File: src/rtl/gb_cb_sequencer.sv
`timescale 1ns/1ps
`default_nettype none
// +--------------------------------------------------------------------------+
// | Module   : gb_cb_sequencer                                               |
// | Purpose  : Multi-cycle executor for Gameboy CB-prefixed instructions.    |
// |            Fetches the operand (register file or (HL)), issues the op    |
// |            to the registered ALU, then writes back result and flags.     |
// | Revision : 1.0 - initial release                                         |
// +--------------------------------------------------------------------------+
module gb_cb_sequencer #(
  parameter int ACK_TIMEOUT = 0,
  parameter int TMO_W       = 8
) (
  input  logic       clock,
  input  logic       reset_n,
  input  logic       start,
  input  logic [7:0] opcode,
  input  logic [3:0] flags_in,
  output logic       busy,
  output logic       done,
  output logic       err,
  output logic [2:0] rf_rsel,
  input  logic [7:0] rf_rdata,
  output logic       rf_we,
  output logic [2:0] rf_wsel,
  output logic [7:0] rf_wdata,
  output logic       mem_req,
  output logic       mem_we,
  output logic [7:0] mem_wdata,
  input  logic [7:0] mem_rdata,
  input  logic       mem_ack,
  output logic [7:0] alu_a,
  output logic [7:0] alu_b,
  output logic       alu_c,
  output logic [5:0] alu_op,
  input  logic [7:0] alu_r,
  input  logic [3:0] alu_znhc,
  output logic       flags_we,
  output logic [3:0] flags_out
);

  localparam logic [5:0] c_OP_SET  = 6'd8;
  localparam logic [5:0] c_OP_RES  = 6'd9;
  localparam logic [5:0] c_OP_BIT  = 6'd10;
  localparam logic [5:0] c_OP_SWAP = 6'd11;
  localparam logic [5:0] c_OP_RL   = 6'd12;
  localparam logic [5:0] c_OP_RLC  = 6'd13;
  localparam logic [5:0] c_OP_RR   = 6'd14;
  localparam logic [5:0] c_OP_RRC  = 6'd15;
  localparam logic [5:0] c_OP_SLA  = 6'd16;
  localparam logic [5:0] c_OP_SRA  = 6'd17;
  localparam logic [5:0] c_OP_SRL  = 6'd18;
  localparam logic [5:0] c_OP_NOP  = 6'd19;

  localparam logic [2:0] c_TGT_HL = 3'd6;

  // A zero ACK_TIMEOUT disables the abort path entirely.
  localparam bit             c_TMO_EN   = (ACK_TIMEOUT > 0);
  localparam logic [TMO_W-1:0] c_TMO_LAST = TMO_W'(ACK_TIMEOUT - 1);

  typedef enum logic [2:0] {
    S_IDLE   = 3'd0,
    S_READ   = 3'd1,
    S_EXEC   = 3'd2,
    S_RESULT = 3'd3,
    S_MEMWR  = 3'd4,
    S_DONE   = 3'd5
  } state_t;

  state_t           r_state;
  logic [5:0]       r_op;
  logic [2:0]       r_bit;
  logic [2:0]       r_tgt;
  logic             r_c;
  logic [TMO_W-1:0] r_tmo;

  logic [5:0] w_dec_op;
  logic       w_mem_tgt;
  logic       w_is_bit;
  logic       w_is_resset;
  logic       w_read_ok;
  logic [7:0] w_operand;
  logic       w_tmo_hit;
  logic       w_unused;

  assign w_mem_tgt   = (r_tgt == c_TGT_HL);
  assign w_is_bit    = (r_op == c_OP_BIT);
  assign w_is_resset = (r_op == c_OP_RES) || (r_op == c_OP_SET);
  assign w_read_ok   = !w_mem_tgt || mem_ack;
  assign w_operand   = w_mem_tgt ? mem_rdata : rf_rdata;
  assign w_tmo_hit   = c_TMO_EN && (r_tmo == c_TMO_LAST);
  // Only the carry of the incoming F is needed; Z/N/H come from the ALU.
  assign w_unused    = ^flags_in[3:1];

  // Decode the CB opcode byte into the ALU operation code.
  always_comb begin
    w_dec_op = c_OP_NOP;
    unique case (opcode[7:6])
      2'b00: begin
        unique case (opcode[5:3])
          3'd0: w_dec_op = c_OP_RLC;
          3'd1: w_dec_op = c_OP_RRC;
          3'd2: w_dec_op = c_OP_RL;
          3'd3: w_dec_op = c_OP_RR;
          3'd4: w_dec_op = c_OP_SLA;
          3'd5: w_dec_op = c_OP_SRA;
          3'd6: w_dec_op = c_OP_SWAP;
          default: w_dec_op = c_OP_SRL;
        endcase
      end
      2'b01:   w_dec_op = c_OP_BIT;
      2'b10:   w_dec_op = c_OP_RES;
      default: w_dec_op = c_OP_SET;
    endcase
  end

  // Writeback strobes follow the ALU result, which is only valid during RESULT,
  // so they are decoded from the state rather than registered a cycle late.
  always_comb begin
    rf_we     = 1'b0;
    rf_wsel   = 3'd0;
    rf_wdata  = 8'd0;
    flags_we  = 1'b0;
    flags_out = 4'd0;
    if (r_state == S_RESULT) begin
      if (!w_is_bit && !w_mem_tgt) begin
        rf_we    = 1'b1;
        rf_wsel  = r_tgt;
        rf_wdata = alu_r;
      end
      if (!w_is_resset) begin
        flags_we  = 1'b1;
        flags_out = w_is_bit ? {alu_znhc[3:1], r_c} : alu_znhc;
      end
    end
  end

  // Sequencer state machine with registered control and ALU issue outputs.
  always_ff @(posedge clock) begin
    if (!reset_n) begin
      r_state   <= S_IDLE;
      r_op      <= c_OP_NOP;
      r_bit     <= 3'd0;
      r_tgt     <= 3'd0;
      r_c       <= 1'b0;
      r_tmo     <= '0;
      busy      <= 1'b0;
      done      <= 1'b0;
      err       <= 1'b0;
      rf_rsel   <= 3'd0;
      mem_req   <= 1'b0;
      mem_we    <= 1'b0;
      mem_wdata <= 8'd0;
      alu_a     <= 8'd0;
      alu_b     <= 8'd0;
      alu_c     <= 1'b0;
      alu_op    <= c_OP_NOP;
    end else begin
      done <= 1'b0;
      err  <= 1'b0;
      unique case (r_state)
        S_IDLE: begin
          if (start) begin
            r_state <= S_READ;
            busy    <= 1'b1;
            r_op    <= w_dec_op;
            r_bit   <= opcode[5:3];
            r_tgt   <= opcode[2:0];
            r_c     <= flags_in[0];
            r_tmo   <= '0;
            if (opcode[2:0] == c_TGT_HL) begin
              mem_req <= 1'b1;
              mem_we  <= 1'b0;
            end else begin
              rf_rsel <= opcode[2:0];
            end
          end
        end
        S_READ: begin
          if (w_read_ok) begin
            r_state <= S_EXEC;
            rf_rsel <= 3'd0;
            mem_req <= 1'b0;
            alu_a   <= w_operand;
            alu_b   <= {5'd0, r_bit};
            alu_c   <= r_c;
            alu_op  <= r_op;
          end else if (w_tmo_hit) begin
            r_state <= S_IDLE;
            busy    <= 1'b0;
            err     <= 1'b1;
            mem_req <= 1'b0;
            mem_we  <= 1'b0;
          end else begin
            r_tmo <= r_tmo + TMO_W'(1);
          end
        end
        S_EXEC: begin
          // The ALU captured its operands at this edge; return the bus to NOP.
          r_state <= S_RESULT;
          alu_a   <= 8'd0;
          alu_b   <= 8'd0;
          alu_c   <= 1'b0;
          alu_op  <= c_OP_NOP;
        end
        S_RESULT: begin
          if (w_is_bit || !w_mem_tgt) begin
            r_state <= S_DONE;
            done    <= 1'b1;
          end else begin
            r_state   <= S_MEMWR;
            mem_wdata <= alu_r;
            mem_req   <= 1'b1;
            mem_we    <= 1'b1;
            r_tmo     <= '0;
          end
        end
        S_MEMWR: begin
          if (mem_ack) begin
            r_state <= S_DONE;
            done    <= 1'b1;
            mem_req <= 1'b0;
            mem_we  <= 1'b0;
          end else if (w_tmo_hit) begin
            r_state <= S_IDLE;
            busy    <= 1'b0;
            err     <= 1'b1;
            mem_req <= 1'b0;
            mem_we  <= 1'b0;
          end else begin
            r_tmo <= r_tmo + TMO_W'(1);
          end
        end
        S_DONE: begin
          r_state <= S_IDLE;
          busy    <= 1'b0;
        end
        default: begin
          r_state <= S_IDLE;
          busy    <= 1'b0;
        end
      endcase
    end
  end

endmodule
`default_nettype wire

File: config.mk
export PLATFORM = sky130hd
export DESIGN_NAME = gb_cb_sequencer
export DESIGN_NICKNAME = d
export VERILOG_FILES = /design/src/rtl/gb_cb_sequencer.sv
export SDC_FILE = /design/constraint.sdc
export NUM_CORES = 1
export LEC_CHECK = 0
export CORE_MARGIN = 3
export CORE_UTILIZATION = 40
export DETAILED_ROUTE_END_ITERATION = 10
export GPL_ROUTABILITY_DRIVEN = 0
export HOLD_SLACK_MARGIN = 0.15
export PLACE_DENSITY_LB_ADDON = 0.2
export SYNTH_ARGS = -nofsm -noshare
export SYNTH_HDL_FRONTEND = slang
export SYNTH_SLANG_ARGS = --single-unit
File: constraint.sdc
create_clock -name clock -period 2.2 [get_ports clock]
set_clock_uncertainty 0.1 [all_clocks]
set_input_delay 0.22 -clock clock [delete_from_list [all_inputs] [get_ports clock]]
set_output_delay 0.22 -clock clock [all_outputs]
set_load 0.02 [all_outputs]
=== Word-level counts from Yosys, hierarchy flattened ===
Index checks and enable logic that the tools add are counted.

* $add $sub $neg: 0
* $mul: 0
* Divide/modulo/power cells: 0
* Order comparisons: 0
* Equality and inequality tests: 23
* Shift-type cells: 0
* Muxes and demuxes: 45
* Bitwise logic cells: 2
* Reduce and logical (&&, ||, !) cells: 22

{| class="wikitable"
|+ Operator list
! cell !! number
|-
| 8-bit two-way mux || 5
|-
| 5-bit one-hot mux with 7 select lines || 1
|-
| 8-bit one-hot mux with 2 select lines || 2
|-
| 3-bit two-way mux || 8
|-
| 3-bit equality test, second input constant || 6
|-
| 6-bit by 4-bit equality test with 1-bit output, second input constant || 3
|-
| 1-bit two-way mux || 17
|-
| 3-bit one-hot mux with 5 select lines || 1
|-
| 5-bit one-hot mux with 3 select lines || 1
|-
| 3-bit by 2-bit equality test with 1-bit output, second input constant || 4
|-
| 2-bit != test, second input constant || 6
|-
| 6-bit one-hot mux with 2 select lines || 1
|-
| 4-bit two-way mux || 2
|-
| 2-bit AND reduction || 4
|-
| 3-bit by 1-bit equality test with 1-bit output, second input constant || 2
|-
| 3-bit logical NOT || 2
|-
| 6-bit two-way mux || 1
|-
| 1-bit one-hot mux with 2 select lines || 3
|-
| 3-bit one-hot mux with 2 select lines || 1
|-
| 6-bit AND reduction || 1
|-
| 5-bit AND reduction || 1
|-
| 1-bit one-hot mux with 4 select lines || 1
|-
| 4-bit AND reduction || 1
|-
| 2-bit nonzero test || 2
|-
| other kinds (12) || 16
|}

* Flip-flop bits (word level): 54
* Latch bits: 0
* RAM bits: 0
* Bits in read-only memories: 0
* Input bits: 44
* Logic and storage cells: 107
* Memories: 0

=== Logic depth before layout (Yosys ltp) ===
* Depth in word-level cells: 5
* Mapped depth: 8
* Depth with buffers taken out: 6

=== Worst setup path before layout ===
OpenSTA, ideal clock, no wires.

* Path type: register to output
* Start point: register r_state[2]
* End point: output flags_out[0]
* Arrival time: 1.622 ns
* Required time: 1.880 ns
* Path slack: 0.258 ns
* Stages on the path, launching flop included: 6
* Buffers on the path: 2
* Cell sequence: dfxtp_1 buf_2 and3b_1 buf_2 o21a_1 a21boi_0

* Word-level cells in the longest chain between the ends: 2

{| class="wikitable"
|+ Ends and longest elaborated chain
! item !! RTL line !! source
|-
| start: declaration || 70 || <nowiki>state_t r_state;</nowiki>
|-
| start signal: assignment || 141 || <nowiki>r_state <= S_IDLE;</nowiki>
|-
| start signal: assignment || 164 || <nowiki>r_state <= S_READ;</nowiki>
|-
| start signal: assignment || 181 || <nowiki>r_state <= S_EXEC;</nowiki>
|-
| 3-bit by 2-bit equality test with 1-bit output || 125 || <nowiki>if (r_state == S_RESULT) begin</nowiki>
|-
| 4-bit two-way mux || 125 ||
|-
| end: declaration || 39 || <nowiki>output logic [3:0] flags_out</nowiki>
|}

No other way between the ends.

=== Final worst setup path ===
* Start point: register r_op[4]
* End point: output rf_wsel[1]

* Word-level cells in the longest chain between the ends: 5

{| class="wikitable"
|+ Ends and longest elaborated chain
! item !! RTL line !! source
|-
| start: declaration || 71 || <nowiki>logic [5:0] r_op;</nowiki>
|-
| start signal: assignment || 142 || <nowiki>r_op <= c_OP_NOP;</nowiki>
|-
| start signal: assignment || 166 || <nowiki>r_op <= w_dec_op;</nowiki>
|-
| 6-bit by 4-bit equality test with 1-bit output || 87 || <nowiki>assign w_is_bit = (r_op == c_OP_BIT);</nowiki>
|-
| 1-bit logical NOT || 126 || <nowiki>if (!w_is_bit && !w_mem_tgt) begin</nowiki>
|-
| 1-bit logical AND || 126 ||
|-
| 3-bit two-way mux || 126 ||
|-
| 3-bit two-way mux || 125 ||
|-
| end: declaration || 25 || <nowiki>output logic [2:0] rf_wsel,</nowiki>
|}

No other way between the ends.

==> run_results.csv <==
group,metric,value,unit
route,drtAntennaViolNets,0,
grt,antenna_found_initial,0,
sta,timing.final.crit_share,0.9749,
clocking,cts_tree,"yes",
route,num_vias,2175,
hold_path,hold_path.class,"flop to flop",
power,leakage,1.350,nW
layout,layout-drive-gt1-share,0.1417,
route,topRoutingLayerUsed,"met4",
floorplan,die_w,81.91,um
worst_setup_path,r2r-end,"alu_a[7]",
grt,first_global_vias,1966,
placed_design,placed_cell_area,3311,um^2
worst_setup_path,crit_path_max_fanout,11,
power,p_per_area,695.7,nW/um^2
clocking,clock_sinks,47,
layout,antennaDiodeCount,0,
floorplan,ios,100,
route,drc,0,
power,vdd_ir_drop_max,0.3234,mV
placed_design,post-dp-hpwl,4481,um
worst_setup_path,reg2reg_depth,6,
layout,final_area,3379,um^2
clocking,post_cts_buffers,0,
route,drt_iter0_markers,85,
route,wire_per_inst,13.18,um
route,firstDrtPassIters,4,
route,wl_met1,2564,um
route,wl_met2,2506,um
floorplan,dieArea,6708,um^2
layout,regArea,940.9,um^2
floorplan,coreArea,5540,um^2
grt,grt_pass1_wl,8880,um
worst_setup_path,end_kind,"output pin",
grt,grt_util_all_layers,0.1719,
sta,hold_viol_final,0,
placed_design,port_buffers,89,
sta,setup_violations,0,
clocking,cts_buffer_depth,2,
logic_synthesis,synth_seq_cells,47,
worst_setup_path,critPathLaunch,"r_op[4]",
worst_setup_path,startpoint_type,"flop",
worst_setup_path,crit_type,"flop to output pin",
worst_setup_path,rr_startpoint,"r_state[0]",
route,viasPerCell,4.954,
logic_synthesis,synth_seq_area_share,0.4083,
clocking,cts_root_buf,"clkbuf_8",
grt,grt_max_degree,21,
logic_synthesis,synth_edf_count,0,
route,wirelength,5786,um
grt,gr-total-overflow,0,
logic_synthesis,yosysWarnings,0,
sta,worst_pin_slew,0.7586,ns
logic_synthesis,syn_avg_cell_area,8.536,um^2
clocking,cts_hold_buffers,0,
sta,max_freq,466.2,MHz
hold_path,hold_depth,2,
logic_synthesis,synth_area,2305,um^2
logic_synthesis,synth_ff_type,"dfxtp_1",
clocking,cts.clk_slew.worst_paths,0.09,ns
logic_synthesis,synthArstFlopShare,0,
floorplan,dieHeight,81.91,um
sta,layout_min_cycle_time,2.145,ns
logic_synthesis,ys_top_cells_by_area,"dfxtp_1 (41%), a21oi_1 (4.6%), nand2_1 (4.2%)",
sta,tns,0,ns
layout,multi_input_area,1237,um^2
clocking,cts_buffers,5,
layout,area_growth_syn_to_layout,46.63,%
floorplan,rows,27,
power,total_power,2.351,mW
sta,drv_slew,0,
run_status,status,"finished clean",
worst_setup_path,required,1.88,ns
sta,slew_headroom,0.4909,
worst_setup_path,critPathArrivalTime,1.82,ns
logic_synthesis,synthCells,270,
layout,nets,412,
clocking,clock_latency,0.31,ns
worst_setup_path,regToRegSetupSlack,0.28,ns
worst_setup_path,crit_path_end,"rf_wsel[1]",
logic_synthesis,synth_top_area_share,0.4083,
clocking,htreeDepth,2,
run,maxCapViolCount,0,
layout,fin_util,0.6100,
logic_synthesis,synth_top_area_cell,"dfxtp_1",
route,dr_wl_met3,645,um
layout,fillers,503,
logic_synthesis,yosysUniqueCellTypes,48,
floorplan,start_util,0.4160,
[final cells by class]
| class | instances | share of cell area |
|---|---|---|
| multi-input cells | 198 | 0.3662 |
| repair buffers | 108 | 0.2943 |
| inverters | 6 | 0.006664 |
| clock buffers | 5 | 0.02036 |
| flip-flops and latches | 47 | 0.2784 |
| clock inverters | 3 | 0.007405 |
| well taps | 72 | 0.02666 |
[cells in the final DEF, fill, tap and decap left out, types with 2 or more instances in the layout]
master / n
o221a_1: 2
o221a_2: 5
o21ai_0: 11
o21ai_1: 10
clkdlybuf4s15_1: 4
a221o_1: 3
a31oi_1: 2
nor3_1: 2
clkbuf_8: 5
o21a_1: 4
nor2_1: 21
a21oi_1: 21
mux2i_1: 4
dlygate4sd2_1: 5
a21boi_0: 2
nor2b_1: 4
clkdlybuf4s50_1: 72
conb_1: 7
o211ai_1: 2
and3b_1: 3
nand3_1: 8
o21ai_2: 2
nand3b_1: 7
clkinv_4: 2
buf_4: 19
and2_1: 13
clkbuf_2: 7
nand2b_1: 10
inv_1: 5
ha_1: 2
a211oi_1: 5
nand2_1: 26
or3b_4: 2
dfxtp_1: 47
nor4_1: 2
[synth_stat cells (2+ instances only)]
library cell	count
dfxtp_1	47
nand2_1	26
nor2_1	22
a21oi_1	21
and2_1	13
buf_2	13
o21ai_0	11
nand2b_1	10
o21ai_1	10
buf_4	8
nand3_1	8
nand3b_1	7
a211oi_1	5
inv_1	5
o21a_1	5
o221a_2	5
clkbuf_1	4
mux2i_1	4
nor2b_1	4
a221o_1	3
and3b_1	3
o21ai_2	3
a21boi_0	2
a31oi_1	2
ha_1	2
nor3_1	2
nor4_1	2
o211ai_1	2
o221a_1	2
[per-layer routing]
| layer | vias to the layer above | global-route usage |
|---|---|---|
| met5 | - | 0 |
| met4 | 0 | 0.05316 |
| met3 | 6 | 0.07456 |
| met2 | 85 | 0.2690 |
| met1 | 951 | 0.2126 |
| li1 | 1133 | - |
[registers in the layout (all words and copies together) (netlist names), 3 cells and up]
register / cells
alu_a: 8
r_tgt: 3
alu_b: 3
r_op: 5
alu_op: 5
r_state: 3
r_bit: 3
rf_rsel: 3
mem_wdata: 8
[worst min-delay path by stage]
stage	from	to	slack, ns
6_report	mem_wdata[1]	mem_wdata[1]	0.35
5_1_grt	mem_wdata[6]	mem_wdata[6]	0.37
4_1_cts	mem_wdata[1]	mem_wdata[1]	0.35
3_5_place_dp	mem_wdata[5]	mem_wdata[5]	0.34
3_3_place_gp	mem_wdata[4]	mem_wdata[4]	0.34
2_1_floorplan	opcode[3]	r_bit[0]	0.26
[logic make-up after synthesis]
kind of cell | share of synthesized area
AO/OA/AOI/OAI | 0.2405
XOR/XNOR | 0.003801
adder cells (fa/ha/maj) | 0.01086
buffers and inverters | 0.07057
flip-flops | 0.4083
multiplexers | 0.02226
other | 0.001627
AND/OR/NAND/NOR | 0.2421
[per-stage QoR]
stage               std cells  setup WS (ns)  hold WS [ns]
finish                    439        0.05513        0.3495
global route              439      -0.003015        0.3654
CTS                       439        0.01990        0.3537
detailed placement        431       -0.01659        0.3418
global placement          431        0.01436        0.3352
floorplan                 276         0.2579        0.2560
[report_power, final]
group          internal (mW)  total (mW)  switching, mW
Clock                  0.227       0.532          0.305
Combinational          0.398       0.805          0.406
Sequential             0.958        1.01         0.0563
Total                   1.58        2.35          0.768
[critical path, stage by stage, from the launching register on]
cell	delay (ns)
dfxtp_1	0.35
or3b_4	0.43
o21ai_4	0.18
nor2_2	0.11
and2_1	0.17
clkdlybuf4s15_1	0.28
[what timing repair did]
item,4_1_cts,5_1_grt
resized for setup,18,22
gates cloned,0,0
setup endpoints to repair,17,13
hold endpoints to repair,0,0
No activity file was read; power rests on OpenSTA's default activity.
